## src/rtl/muldiv_seq.sv

```systemverilog
// muldiv_seq: iterative radix-2 sequencer for RV32M MUL/DIV/DIVU/REM/REMU.
// Accepts one op through a valid/ready handshake, runs XLEN shift-add or
// shift-subtract iterations and then a sign fix-up. It returns a registered
// result with a one-cycle done pulse. Divide-by-zero and signed overflow skip
// the loop and are answered one cycle after acceptance.
module muldiv_seq #(
  parameter int XLEN = 32
) (
  input  logic            clk,
  input  logic            rst,
  input  logic            in_valid,
  output logic            in_ready,
  input  logic [3:0]      alu_ctrl,
  input  logic [XLEN-1:0] op_a,
  input  logic [XLEN-1:0] op_b,
  input  logic            flush,
  output logic            busy,
  output logic            done,
  output logic [XLEN-1:0] result
);

  localparam int CW = $clog2(XLEN + 1);

  localparam logic [3:0] OP_MUL  = 4'b1010;
  localparam logic [3:0] OP_DIV  = 4'b1011;
  localparam logic [3:0] OP_DIVU = 4'b1100;
  localparam logic [3:0] OP_REM  = 4'b1101;
  localparam logic [3:0] OP_REMU = 4'b1110;

  typedef enum logic [1:0] {IDLE, CALC, FIXUP, DONE} state_t;

  state_t          state;
  logic [CW-1:0]   counter;
  logic [3:0]      op;        // latched op code
  logic [XLEN-1:0] hi;        // MUL: upper product / DIV: partial remainder
  logic [XLEN-1:0] lo;        // MUL: multiplier, then low product / DIV: dividend, then quotient
  logic [XLEN-1:0] m;         // MUL: multiplicand / DIV: divisor magnitude
  logic            neg;       // negate the selected result in FIXUP

  logic            is_op, accept, signed_op, is_div_q, a_neg, b_neg;
  logic            div_zero, overflow, special;
  logic [XLEN-1:0] abs_a, abs_b, special_res, fix_val, fix_res;
  logic [XLEN:0]   mul_sum, div_shift, div_diff;

  assign in_ready = (state == IDLE);
  assign busy     = (state != IDLE);

  // Decode the request and the special cases that bypass the loop.
  // NOTE: every always_comb output gets a default first so no path infers a latch.
  always_comb begin
    is_op       = (alu_ctrl >= OP_MUL) && (alu_ctrl <= OP_REMU);
    accept      = in_valid && is_op && !flush;
    signed_op   = (alu_ctrl == OP_DIV) || (alu_ctrl == OP_REM);
    is_div_q    = (alu_ctrl == OP_DIV) || (alu_ctrl == OP_DIVU);
    a_neg       = signed_op && op_a[XLEN-1];
    b_neg       = signed_op && op_b[XLEN-1];
    abs_a       = a_neg ? -op_a : op_a;
    abs_b       = b_neg ? -op_b : op_b;
    div_zero    = (alu_ctrl != OP_MUL) && (op_b == '0);
    overflow    = signed_op && (op_a == {1'b1, {(XLEN-1){1'b0}}}) && (op_b == '1);
    special     = div_zero || overflow;
    special_res = '0;
    if (div_zero)
      special_res = is_div_q ? '1 : op_a;
    else if (overflow)
      special_res = is_div_q ? op_a : '0;
  end

  // One iteration step for each algorithm, plus the fix-up selection.
  always_comb begin
    mul_sum   = {1'b0, hi} + (lo[0] ? {1'b0, m} : '0);
    div_shift = {hi, lo[XLEN-1]};
    div_diff  = div_shift - {1'b0, m};
    fix_val   = ((op == OP_REM) || (op == OP_REMU)) ? hi : lo;
    fix_res   = neg ? -fix_val : fix_val;
  end

  // Sequencer FSM with registered done/result.
  // NOTE: sequential state uses non-blocking assignments so every register
  // samples pre-edge values regardless of statement order.
  always_ff @(posedge clk or posedge rst) begin
    if (rst) begin
      state   <= IDLE;
      counter <= '0;
      op      <= '0;
      hi      <= '0;
      lo      <= '0;
      m       <= '0;
      neg     <= 1'b0;
      done    <= 1'b0;
      result  <= '0;
    end else begin
      done <= 1'b0;
      case (state)
        IDLE: begin
          if (accept) begin
            op <= alu_ctrl;
            if (special) begin
              result <= special_res;
              done   <= 1'b1;
              state  <= DONE;
            end else begin
              counter <= CW'(XLEN);
              hi      <= '0;
              if (alu_ctrl == OP_MUL) begin
                lo  <= op_b;
                m   <= op_a;
                neg <= 1'b0;
              end else begin
                lo  <= abs_a;
                m   <= abs_b;
                neg <= (alu_ctrl == OP_DIV) ? (a_neg ^ b_neg) : a_neg;
              end
              state <= CALC;
            end
          end
        end
        CALC: begin
          if (flush) begin
            state <= IDLE;
          end else begin
            if (op == OP_MUL) begin
              hi <= mul_sum[XLEN:1];
              lo <= {mul_sum[0], lo[XLEN-1:1]};
            end else if (!div_diff[XLEN]) begin
              hi <= div_diff[XLEN-1:0];
              lo <= {lo[XLEN-2:0], 1'b1};
            end else begin
              hi <= div_shift[XLEN-1:0];
              lo <= {lo[XLEN-2:0], 1'b0};
            end
            counter <= counter - CW'(1);
            if (counter == CW'(1))
              state <= FIXUP;
          end
        end
        FIXUP: begin
          if (flush) begin
            state <= IDLE;
          end else begin
            result <= fix_res;
            done   <= 1'b1;
            state  <= DONE;
          end
        end
        DONE: state <= IDLE;
        default: state <= IDLE;
      endcase
    end
  end

endmodule

```

## config.mk

```make
export PLATFORM = sky130hd
export DESIGN_NAME = muldiv_seq
export DESIGN_NICKNAME = d
export VERILOG_FILES = /design/src/rtl/muldiv_seq.sv
export SDC_FILE = /design/constraint.sdc
export NUM_CORES = 1
export LEC_CHECK = 0
export CORE_MARGIN = 2
export CORE_UTILIZATION = 44
export CTS_BUF_LIST = sky130_fd_sc_hd__clkbuf_2 sky130_fd_sc_hd__clkbuf_4 sky130_fd_sc_hd__clkbuf_8
export CTS_CLUSTER_SIZE = 40
export DETAILED_ROUTE_END_ITERATION = 8
export GPL_ROUTABILITY_DRIVEN = 0
export SLEW_MARGIN = 20
export SYNTH_ARGS = -nofsm -noshare
export SYNTH_HDL_FRONTEND = slang
export SYNTH_SLANG_ARGS = --single-unit
```

## constraint.sdc

```tcl
create_clock -name clk -period 5.4 [get_ports clk]
set_clock_uncertainty 0.15 [all_clocks]
set_input_delay 1.08 -clock clk [delete_from_list [all_inputs] [get_ports clk]]
set_output_delay 1.08 -clock clk [all_outputs]
set_load 0.01 [all_outputs]
```

Word-level counts from Yosys, hierarchy flattened
Cells that the tools add are included.
{"block": "word_totals", "ff_bits": 142, "inputBits": 72, "output_inout_bits": 35, "elab_cells": 105}
{"block": "op_classes", "addsub": 6, "n_lt_le_gt_ge": 2, "eq_ne": 20, "mux": 43, "n_bitwise": 2, "n_reduce_logical": 23}
{"operator": "$mux W32", "n": 23}
{"operator": "$pmux W32 S2", "n": 3}
{"operator": "$neg A32 Y32", "n": 3}
{"operator": "$eq A32 B32 Y1 const B", "n": 2}
{"operator": "$add A32 B32 Y33", "n": 1}
{"operator": "$sub A33 B32 Y33", "n": 1}
{"operator": "$logic_not A32 Y1", "n": 1}
{"operator": "$eq A4 B4 Y1 const B", "n": 7}
{"operator": "$mux W6", "n": 3}
{"operator": "$pmux W6 S2", "n": 1}
{"operator": "$mux W2", "n": 5}
{"operator": "$logic_and A1 B1 Y1", "n": 8}
{"operator": "$pmux W2 S4", "n": 1}
{"operator": "$reduce_and A4 Y1", "n": 2}
{"operator": "$eq A6 B1 Y1 const B", "n": 1}
{"operator": "$mux W1", "n": 6}
{"operator": "$ne A2 B2 Y1 const B", "n": 3}
{"operator": "$reduce_bool A2 Y1", "n": 3}
{"operator": "$sub A6 B1 Y6 const B", "n": 1}
{"operator": "$eq A2 B2 Y1 const B", "n": 2}
{"operator": "$ge A4 B4 Y1 const B", "n": 1}
{"operator": "$le A4 B4 Y1 const B", "n": 1}
{"operator": "$logic_or A1 B1 Y1", "n": 4}
{"operator": "$ne A2 B1 Y1 const B", "n": 2}
{"operator": "10 further kinds", "n": 11}

Depth between registers and ports, before layout
Gate-level depths: netlist (run 1).
{"block": "logic_depth", "depth_word": 9, "ltp_mapped": 15, "ltp_nobuf": 14}

Worst setup path before layout (run 1)
Ideal clock, no wire load.
{"block": "synth_timing", "kind": "reg-to-reg", "startpoint": "register op[0]", "endpoint": "register result[22]", "setup_ps": 92, "arrival_time_ps": 3532, "t_required_ps": 5158, "setup_slack_ps": 1626, "stages_incl_launch_ff": 16, "path_buffers": 4, "synth_period_minus_slack_ps": 3774, "path_cell_list": "dfrtp_1 > xor2_1 > nand3_2 > buf_1 > clkbuf_1 > buf_2 > mux2i_1 > ha_1 > o21ai_0 > o31a_1 > clkbuf_1 > a21o_1 > a21oi_1 > xor2_1 > nor2_1 > o31ai_2"}
{"block": "synth_via", "elab_chain_len": 7, "elab_cells_between_ends": 8, "cone_classes": "add/sub (1); eq/ne (2); mux (4); reduce/logical (1)"}
{"element": "from (decl)", "line_no": "34", "rtl": "logic [3:0] op;"}
{"element": "from (signal assigned)", "line_no": "97", "rtl": "op <= alu_ctrl;"}
{"element": "$eq A4 B4 Y1", "line_no": "74", "rtl": "fix_val = ((op == OP_REM) || (op == OP_REMU)) ? hi : lo;"}
{"element": "$logic_or A1 B1 Y1 (*)", "line_no": "74"}
{"element": "$mux W32 (*)", "line_no": "74"}
{"element": "$neg A32 Y32", "line_no": "75", "rtl": "fix_res = neg ? -fix_val : fix_val;"}
{"element": "$mux W32 (*)", "line_no": "75"}
{"element": "$mux W32 (*)", "line_no": "138", "rtl": "if (flush) begin"}
{"element": "$pmux W32 S2 (*)", "line_no": "94", "rtl": "case (state)"}
{"element": "to (signal assigned)", "line_no": "99", "rtl": "result <= special_res;"}
{"element": "to (signal assigned)", "line_no": "141", "rtl": "result <= fix_res;"}
{"element": "to (decl)", "line_no": "19", "rtl": "output logic [XLEN-1:0] result"}
Mark *: on every way between the ends. The rest lies on a longest branch, timed or not. The select of a mux whose other input is x is not followed.
A chain may end at the register's enable or synchronous reset.

Worst setup path after layout (run 1)
{"block": "layout_timing", "startpoint": "input port op_a[8]", "endpoint": "register result[12]"}
{"block": "layout_via", "elab_chain_len": 8, "elab_cells_between_ends": 11, "cone_classes": "eq/ne (2); mux (5); reduce/logical (4)"}
{"element": "from (decl)", "line_no": "14", "rtl": "input logic [XLEN-1:0] op_a,"}
{"element": "$eq A32 B32 Y1 (*)", "line_no": "60", "rtl": "overflow = signed_op && (op_a == {1'b1, {(XLEN-1){1'b0}}}) && (op_b == '1);"}
{"element": "$logic_and A1 B1 Y1 (*) (2 in a row)", "line_no": "60"}
{"element": "$mux W32", "line_no": "65", "rtl": "else if (overflow)"}
{"element": "$mux W32", "line_no": "63", "rtl": "if (div_zero)"}
{"element": "$mux W32", "line_no": "98", "rtl": "if (special) begin"}
{"element": "$mux W32", "line_no": "96", "rtl": "if (accept) begin"}
{"element": "$pmux W32 S2", "line_no": "94"}
Marked as above.

==> out/qor.csv, run 1 <==
metric;value;unit
status;complete, no violations;
Crit-path slowest cell;or4_4;
Buf/Inv on CP;2;
synth unique cells;79;
CP Capture Type;flop;
reg2reg path depth;15;
Yosys top cell area share;25.5;%
H-tree Lvls;4;
Setup crit start kind;input pin;
Final min period;4.36;ns
worst slew pin tran;1.03;ns
drt wl/cell;19.8;um
EDFF count, synth;0;
post-layout instance area;0.0158;sq mm
worst r2r src;lo[31];
clk buf depth;2;
gr usage total;27.5;%
Post-CTS Setup Bufs;0;
DP HPWL;35200;um
Fmax;229;MHz
CP arrival;4.57;ns
CTS tree;built;
asr flop ratio synth;100;%
Initial Utilization;44.5;%
RSZ-0062 raised after global routing;false;
multi-input logic area;0.00964;sq mm
power per cell area;502;mW/mm^2
DR pass1 iterations;5;
initial DRC count;1167;
vias per cell;5.93;
Required @ worst endpoint;5.61;ns
Root Buffer;clkbuf_8;
Synth area leaders;dfrtp_1, a21oi_1, nand2_1, ha_1, o21ai_0;
initial antenna violation count;0;
Max Fanout on Critical Path;29;
Final Util;50.4;%
Placeable Area;0.0313;sq mm
setup tns final;0;ns
CTS Sinks;142;
mapped cell area;0.0139;sq mm
diodes inserted;0;
syn_nets;1993;
post-route ant nets;0;
placement row count;65;
maxcap violations;0;
die area;0.0331;sq mm
DRC Markers;0;
TritonCTS Buffers;17;
max-slew violations;0;
Die H;182;um
cell taking the most area after synthesis;dfrtp_1;
layout cells sized above 1;5.68;%
fillcell total;3046;
Port Buf Inserts;106;
Avg Inst Size Synth;7.53;sq um
CTS Hold Bufs;0;
Relative slew margins;31.0;%
first-pass GRT wire length;71700;um
clk_lat worst skew;0.48;ns
grt ovf;0;
Top delay family on crit path;simple AND/OR/NAND/NOR gates;
post-synthesis register bit count;142;
DRT Wirelength;45600;um
Hold WC Path Type;flop to flop;
biggest cell delay along the critical path;0.60;ns
Setup CP Type;input pin to flop;
DP Area;0.0152;sq mm
CTS resizes;0;
Syn Inst Count;1849;
Sequential Area;0.00355;sq mm
CP Cell Sequence;clkdlybuf4s50_1 > or4_4 > or4b_4 > or2_1 > nor3_1 > a21oi_1 > a21o_2 > inv_2 > mux2_2;
WP depth;9;
Final #Nets;2033;
vias in the first global route;12593;
yosys synthesis warning count;0;
maximum vdd ir drop;0.000277;V
top post-synthesis cells by count;nand2_1, a21oi_1, o21ai_0, nor2_1, dfrtp_1;
I/O pin cnt;107;
WHS Path Cells;1;
synthesis-to-finish area growth;13.4;%
P_leak;6.69;nW
period utilization;80.8;%
largest net degree at the start of global routing;103;
most frequent cell after synthesis;nand2_1;
via count;13656;
# setup viols final;0;
post-synthesis sequential area ratio;25.5;%
hold_sp;result[3];
Die X;182;um
most used flip-flop cell after synthesis;dfrtp_1;
Clk pin slew, worst setup/hold paths;0.08;ns
CP Launch Point;op_a[8];
Final Hold Vio Count;0;
## worst register-to-register path, cell delays in order, from the launching register on
cell and delay, ns:
dfrtp_1 0.47, inv_1 0.08, ha_1 0.24, fa_1 0.40
nand2b_1 0.21, a21oi_1 0.25, o21ai_0 0.29, o21ai_1 0.22
buf_4 0.16, a41oi_1 0.24, o21ai_1 0.40, xor2_4 0.33
buf_12 0.27, mux2i_1 0.24, nand2_1 0.07, a22o_1 0.20
## layer usage
metal  share of wire [%]  vias up  global-route usage [%]
met2                  44      525                    43.1
met5                   0        -                       0
li1                    -     6656                       -
met1                  48     6420                    40.2
met3                 6.1       55                    2.91
met4                 2.2        0                    7.29
## through the flow
step	total power (W)	hold slack (ns)	cells	setup slack, ns
after floorplan	0.00540	0.304	1849	0.360
after global placement	0.00662	0.323	2272	0.645
after detailed placement	0.00669	0.328	2272	0.627
after CTS	0.00787	0.343	2304	1.06
after global routing	0.00858	0.361	2304	0.874
final	0.00792	0.340	2304	1.04
## power by group
part	switching [W]	internal, W	total (W)
Sequential	0.000619	0.00143	0.00205
Combinational	0.00271	0.00201	0.00472
Clock	0.000438	0.000712	0.00115
Total	0.00377	0.00415	0.00792
## state kept, by name, summed over array words and instances (netlist names)
signal   cells
done         1
m           32
hi          32
op           4
counter      6
result      32
state        2
neg          1
lo          32
## area by class of cell
cell class              instances  share of cell area (%)
inverters                      64                    1.55
clock inverters                 9                    1.43
well taps                     402                    3.19
flip-flops and latches        142                    22.5
multi-input cells            1530                    61.1
clock buffers                  23                    1.97
repair buffers                134                    8.29
## final timing paths
kind                               to  slack (ns)
max reg2reg                     hi[3]        1.10
min                         result[3]        0.34
max                        result[12]        1.04
min reg2reg                 result[3]        0.34
max in group asynchronous       hi[9]        3.13
min in group asynchronous       hi[0]        0.94
## cell usage in the layout, fill, tap and decap left out, types with 9 or more instances in the layout
cell | synthesis | layout
a211oi_1 | 10 | 10
clkdlybuf4s50_1 | 0 | 106
a21oi_1 | 229 | 229
o31ai_1 | 21 | 21
nand4_1 | 22 | 22
nor3_1 | 49 | 49
or4_1 | 11 | 11
o221ai_1 | 10 | 10
o21ai_1 | 17 | 17
nor2b_1 | 14 | 14
and2_1 | 39 | 39
o211ai_1 | 18 | 18
nand2b_1 | 19 | 18
clkbuf_8 | 0 | 22
nand2_1 | 250 | 250
nor4_1 | 16 | 16
o21bai_1 | 9 | 9
dfrtp_1 | 142 | 142
a21o_1 | 33 | 32
mux2i_1 | 65 | 65
ha_1 | 70 | 70
nand3_1 | 15 | 15
o21ai_0 | 157 | 157
buf_4 | 6 | 25
nor2_1 | 154 | 153
inv_1 | 63 | 62
a31oi_1 | 16 | 16
xor2_1 | 60 | 59
xnor2_1 | 83 | 83
and3_1 | 10 | 10
or3_1 | 10 | 10
a22oi_1 | 15 | 15
o31ai_2 | 13 | 13
## cell families (layout without fill, tap and decap cells)
logic type,after synthesis,in the layout,synth area share (%)
buffers and inverters,177,230,5.59
adders and majority gates,72,72,6.58
and+or+nand+nor,642,642,21.9
xor gates and xnor gates,143,143,9.00
DFF,142,142,25.5
muxes,76,76,5.56
AOI/OAI and AO/OA,597,597,25.8
Note: power is estimated with default switching activity, not from simulation.
==> run 2: changes to the inputs <==
- clock period: 5.4 -> 4.5 ns (I/O delays scaled with it)
==> out/qor.csv, run 2 (synthesized netlist as in run 1, its figures left out) <==
metric;value;unit;change
status;complete, no violations;;unchanged
fillcell total;3021;;was 3046
Hold WC Path Type;flop to flop;;unchanged
grt ovf;0;;unchanged
Final Hold Vio Count;0;;unchanged
synthesis-to-finish area growth;16.7;%;was 13.4%
reg2reg path depth;15;;unchanged
CTS resizes;0;;unchanged
vias per cell;5.91;;was 5.93
Final Util;51.9;%;was 50.4%
CTS tree;built;;unchanged
RSZ-0062 raised after global routing;false;;unchanged
clk_lat worst skew;0.47;ns;was 0.48 ns
power per cell area;590;mW/mm^2;was 502 mW/mm^2
min setup slack post-route;0.417;ns;was 1.04 ns
worst r2r src;lo[31];;unchanged
pre-CTS setup slack;0.257;ns;was 0.627 ns
Die H;182;um;unchanged
CTS Hold Bufs;0;;unchanged
Sequential Area;0.00355;sq mm;unchanged
sequential power share;25.7;%;was 25.9%
H-tree Lvls;4;;unchanged
# setup viols final;0;;unchanged
Root Buffer;clkbuf_8;;unchanged
Clk pwr share;13.8;%;was 14.5%
Sw Pwr;0.00455;W;was 0.00377 W
maxcap violations;0;;unchanged
placed cells;2328;;was 2272
vias in the first global route;13522;;was 12593
CTS Sinks;142;;unchanged
multi-input logic area;0.00964;sq mm;unchanged
DR pass1 iterations;5;;unchanged
initial antenna violation count;0;;unchanged
hold_sp;result[3];;unchanged
Int Pwr;0.00504;W;was 0.00415 W
WHS Path Cells;1;;unchanged
combinational share of power;60.5;%;was 59.6%
DP HPWL;36300;um;was 35200 um
Relative slew margins;47.0;%;was 31.0%
gr usage total;28.7;%;was 27.5%
max-slew violations;0;;unchanged
Port Buf Inserts;106;;unchanged
reg-to-reg setup timing slack;0.42;ns;was 1.10 ns
Setup crit start kind;flop;;was input pin
I/O pin cnt;107;;unchanged
Max Fanout on Critical Path;25;;was 29
Final #Nets;2089;;was 2033
Initial Utilization;44.5;%;unchanged
via count;13946;;was 13656
worst slew pin tran;0.796;ns;was 1.03 ns
DRT Wirelength;46800;um;was 45600 um
Final min period;4.08;ns;
period utilization;90.7;%;
largest net degree at the start of global routing;143;;was 103
post-route ant nets;0;;unchanged
drt wl/cell;19.8;um;about the same
diodes inserted;0;;unchanged
total power;0.00959;W;was 0.00792 W
TritonCTS Buffers;17;;unchanged
clk buf depth;2;;unchanged
initial DRC count;1027;;was 1167
Post-CTS Setup Bufs;0;;unchanged
Placeable Area;0.0313;sq mm;unchanged
Fmax;245;MHz;
layout cells sized above 1;8.38;%;was 5.68%
Clk pin slew, worst setup/hold paths;0.08;ns;about the same
maximum vdd ir drop;0.000280;V;was 0.000277 V
first-pass GRT wire length;75000;um;was 71700 um
P_leak;6.96;nW;was 6.69 nW
Die X;182;um;unchanged
Hold EP;result[3];;unchanged
Sw Ratio;47.4;%;was 47.6%
most frequent cells in the layout;nand2_1, a21oi_1, o21ai_0;;unchanged
CP Capture Type;flop;;unchanged
R2R Path End;hi[1];;was hi[3]
Layout Cells excl Fill;2360;;was 2304
most common cell after layout, fill and taps aside;nand2_1;;unchanged
placement row count;65;;unchanged
DRC Markers;0;;unchanged
setup tns final;0;ns;unchanged
Setup CP Type;flop to flop;;was input pin to flop
CP arrival;4.34;ns;was 4.57 ns
Required @ worst endpoint;4.76;ns;was 5.61 ns
die area;0.0331;sq mm;unchanged
==> run 2: cell count changes in the layout (fill, tap and decap cells not counted), sizes merged <==
cell / before / now
clkbuf: 23 / 21
clkinv: 1 / 3
clkinvlp: 1 / 2
inv: 64 / 63
buf: 28 / 84
==> run 2: worst max path at each step <==
stage                 start         end  slack (ns)  depth (start not counted)
CTS                  lo[31]       hi[1]        0.46                         15
global route         lo[31]       hi[1]        0.26                         15
floorplan             op[0]  result[22]        0.73                         15
finish               lo[31]       hi[1]        0.42                         15
global placement    op_a[8]   result[0]        0.30                         11
detailed placement  op_a[8]   result[2]        0.26                         11
==> run 2: layout make-up <==
cell class | count | area share (%)
Clock inverter | 11 | 1.46
Timing Repair Buffer | 190 | 11.0
Tap cell | 402 | 3.10
Inverter | 64 | 1.50
Sequential cell | 142 | 21.9
Clock buffer | 21 | 1.66
Multi-Input combinational cell | 1530 | 59.4
==> run 2: power groups by stage <==
stage                     clock network (W)  registers (W)  logic, W
after floorplan                           0        0.00217   0.00432
after global placement                    0        0.00245   0.00564
after detailed placement                  0        0.00246   0.00572
after CTS                           0.00134        0.00244   0.00576
after global routing                0.00139        0.00254   0.00647
final                               0.00133        0.00246   0.00580
==> run 2: metrics by stage <==
stage                     hold WS (ns)  area (sq um)
after CTS                        0.343         16200
after detailed placement         0.321         15700
after global routing             0.355         16200
after floorplan                  0.304         13900
final                            0.339         16200
after global placement           0.326         15700
==> run 2: worst max-delay path: stages (launching register included) <==
cell and delay, ns:
dfrtp_1 0.42, inv_1 0.07, ha_1 0.24, fa_1 0.39, nand2b_1 0.19, a21oi_1 0.23, o21ai_0 0.26, o21ai_1 0.36
a41oi_1 0.28, o21ai_1 0.37, xor2_4 0.20, buf_12 0.21, buf_4 0.20, nor2_1 0.05, a211oi_1 0.23, a221o_1 0.15
==> run 2: routing by layer <==
| layer | wire [um] | vias to the layer above | GRT usage (%) |
|---|---|---|---|
| met4 | 1360 | 0 | 10.1 |
| met5 | 0 | - | 0 |
| met1 | 22000 | 6599 | 41.4 |
| li1 | - | 6783 | - |
| met2 | 20700 | 493 | 44.6 |
| met3 | 2730 | 71 | 3.21 |
==> run 3: changes to the inputs <==
- TNS_END_PERCENT: unset -> 1
==> results of run 3 <==
The final DEF is identical to that of run 2; final timing and power are the same.
==> RTL edit: new RTL, config.mk and constraints of run 1 <==
The parameter `XLEN` goes from 32 to 64.
--- a/src/rtl/muldiv_seq.sv
+++ b/src/rtl/muldiv_seq.sv
@@ -5,5 +5,5 @@
 // the loop and are answered one cycle after acceptance.
 module muldiv_seq #(
-  parameter int XLEN = 32
+  parameter int XLEN = 64
 ) (
   input  logic            clk,
Interface: changed (resized op_a, op_b and result); port bits go from 107 to 203. No check against the original RTL was run, so the function may have changed too.
==> RTL edit against run 1 <==
Worst setup slack got worse by 370 ps. Sequential power increased by 110%. Via count increased by 120%. Non-clock buffer count increased by 195. Sequential cell count increased by 129. Wire length increased by 150%. Total power increased by 130%. Design area increased by 110%. Sequential share of layout area decreased by 1.7 points. Area after synthesis increased by 100%. Critical path type is now flip-flop to flip-flop. Highest routed layer is now met5.
==> RTL edit: results <==
export IMPL_yosysUniqueCellTypes=95
export IMPL_drive_gt1_share_pct=7.06
export IMPL_detailedPlacementHpwl_mm=88.7
export IMPL_post_drt_wl_per_cell_um=22.8
export IMPL_r2r_end="result[42]"
export IMPL_clock_latency_ps=660
export IMPL_avgSynthCellArea_um2=7.15
export IMPL_path_max_fanout=14
export IMPL_worstHoldPathType="flip-flop to flip-flop"
export IMPL_synth_nets=4216
export IMPL_grt_max_degree=199
export IMPL_run_status="finished clean"
export IMPL_seq_area_frac_synth_pct=24.0
export IMPL_vias=30500
export IMPL_wl_mm=113
export IMPL_synth_area_leaders="dfrtp_1 24%, a21oi_1 8.4%, nand2_1 7.5%"
export IMPL_hold_path_depth=2
export IMPL_r2r_start="op[0]"
export IMPL_p_leak_nw=13.3
export IMPL_grt_pass1_vias=27400
export IMPL_grt_pass1_wl_mm=170
export IMPL_design_die_area_um2=66200
export IMPL_cp_arrival_ps=5140
export IMPL_synthArstFlopShare_pct=100
export IMPL_place_inst=4865
export IMPL_relSlewSlack_pct=34.4
export IMPL_cts_htree_levels=2
export IMPL_r2r_setup_slack_ps=670
export IMPL_grtUsageTotal_pct=33.1
export IMPL_slowest_delay_ps=720
export IMPL_yosys_top_cells_count="565 x nand2_1, 472 x a21oi_1, 421 x o21ai_0, 328 x nor2_1, 271 x dfrtp_1"
export IMPL_cts_buffer_depth=3
export IMPL_nFillCells=6219
export IMPL_crit_type="flip-flop to flip-flop"
export IMPL_cpMaxStageDelayCell="xor2_2"
==> RTL edit: cell count changes in the layout (fill, tap and decap cells not counted), moves of 47 or more <==
cell / change
dfrtp_1: +128
inv_1: +64
xnor2_1: +69
and2_1: +47
o21ai_0: +264
clkdlybuf4s50_1: +96
a21oi_1: +243
buf_4: +87
ha_1: +64
nand3_1: +53
nand2_1: +314
nand4_1: +49
xor2_1: +71
nor2_1: +171
==> RTL edit: logic make-up (layout without fill, tap and decap cells) <==
group | Yosys count | in the layout | share of synthesized area (%)
other | 0 | 1 | 0
buffers and inverters | 382 | 545 | 5.44
adders and majority gates | 136 | 136 | 6.09
xor gates and xnor gates | 286 | 286 | 8.93
muxes | 71 | 71 | 2.56
and+or+nand+nor | 1423 | 1423 | 23.7
AOI/OAI and AO/OA | 1375 | 1375 | 29.3
DFF | 271 | 271 | 24.0
==> RTL edit: metrics by stage <==
stage                     utilization (%)  power [mW]  hold WS, ps  cell area (um2)  worst slack (ps)
after floorplan                         -        11.7          312            28200               589
after global placement               49.8        15.6          319            31500               232
after detailed placement             49.8        15.6          320            31500               180
after CTS                            51.6        18.0          337            32600               803
after global routing                 51.6        19.6          357            32600               561
final                                51.6        18.3          335            32600               667
==> RTL edit: critical path, delay by kind of cell, from the launching register on <==
kind                     cells  cell delay [ps]
AO/OA/AOI/OAI                3             1320
XOR/XNOR                     2             1030
adder cells (fa/ha/maj)      1              380
buffers and inverters        1              180
flip-flops                   1              540
AND/OR/NAND/NOR              3             1020
==> RTL edit: per-layer routing <==
layer / vias up / track usage (%) / wire (um)
met3: 162 / 5.53 / 10900
met1: 14500 / 50.7 / 52600
met5: - / 0 / 13
li1: 14500 / - / -
met4: 2 / 9.42 / 3260
met2: 1439 / 47.2 / 46200
==> RTL edit: where the power goes <==
part	total, mW	internal (mW)	switching [mW]
sequential	4.23	2.90	1.33
combinational	11.8	4.52	7.26
clock	2.32	1.35	0.973
total	18.3	8.77	9.57
==> RTL edit: worst min path at each step <==
stage,startpoint,end
final,result[46],result[46]
after global routing,result[7],result[7]
after CTS,result[29],result[29]
after detailed placement,result[46],result[46]
after global placement,result[42],result[42]
after floorplan,m[59],m[59]
==> RTL edit: layout make-up <==
| type | instances | area, um2 | share of cell area (%) |
|---|---|---|---|
| Clock buffer | 69 | 887 | 2.72 |
| Sequential cell | 271 | 6780 | 20.8 |
| Clock inverter | 19 | 256 | 0.786 |
| Multi-Input combinational cell | 3291 | 20000 | 61.3 |
| Timing Repair Buffer | 329 | 3160 | 9.69 |
| Inverter | 128 | 484 | 1.48 |
| Antenna cell | 1 | 2.50 | 0.00767 |
| Tap cell | 846 | 1060 | 3.24 |
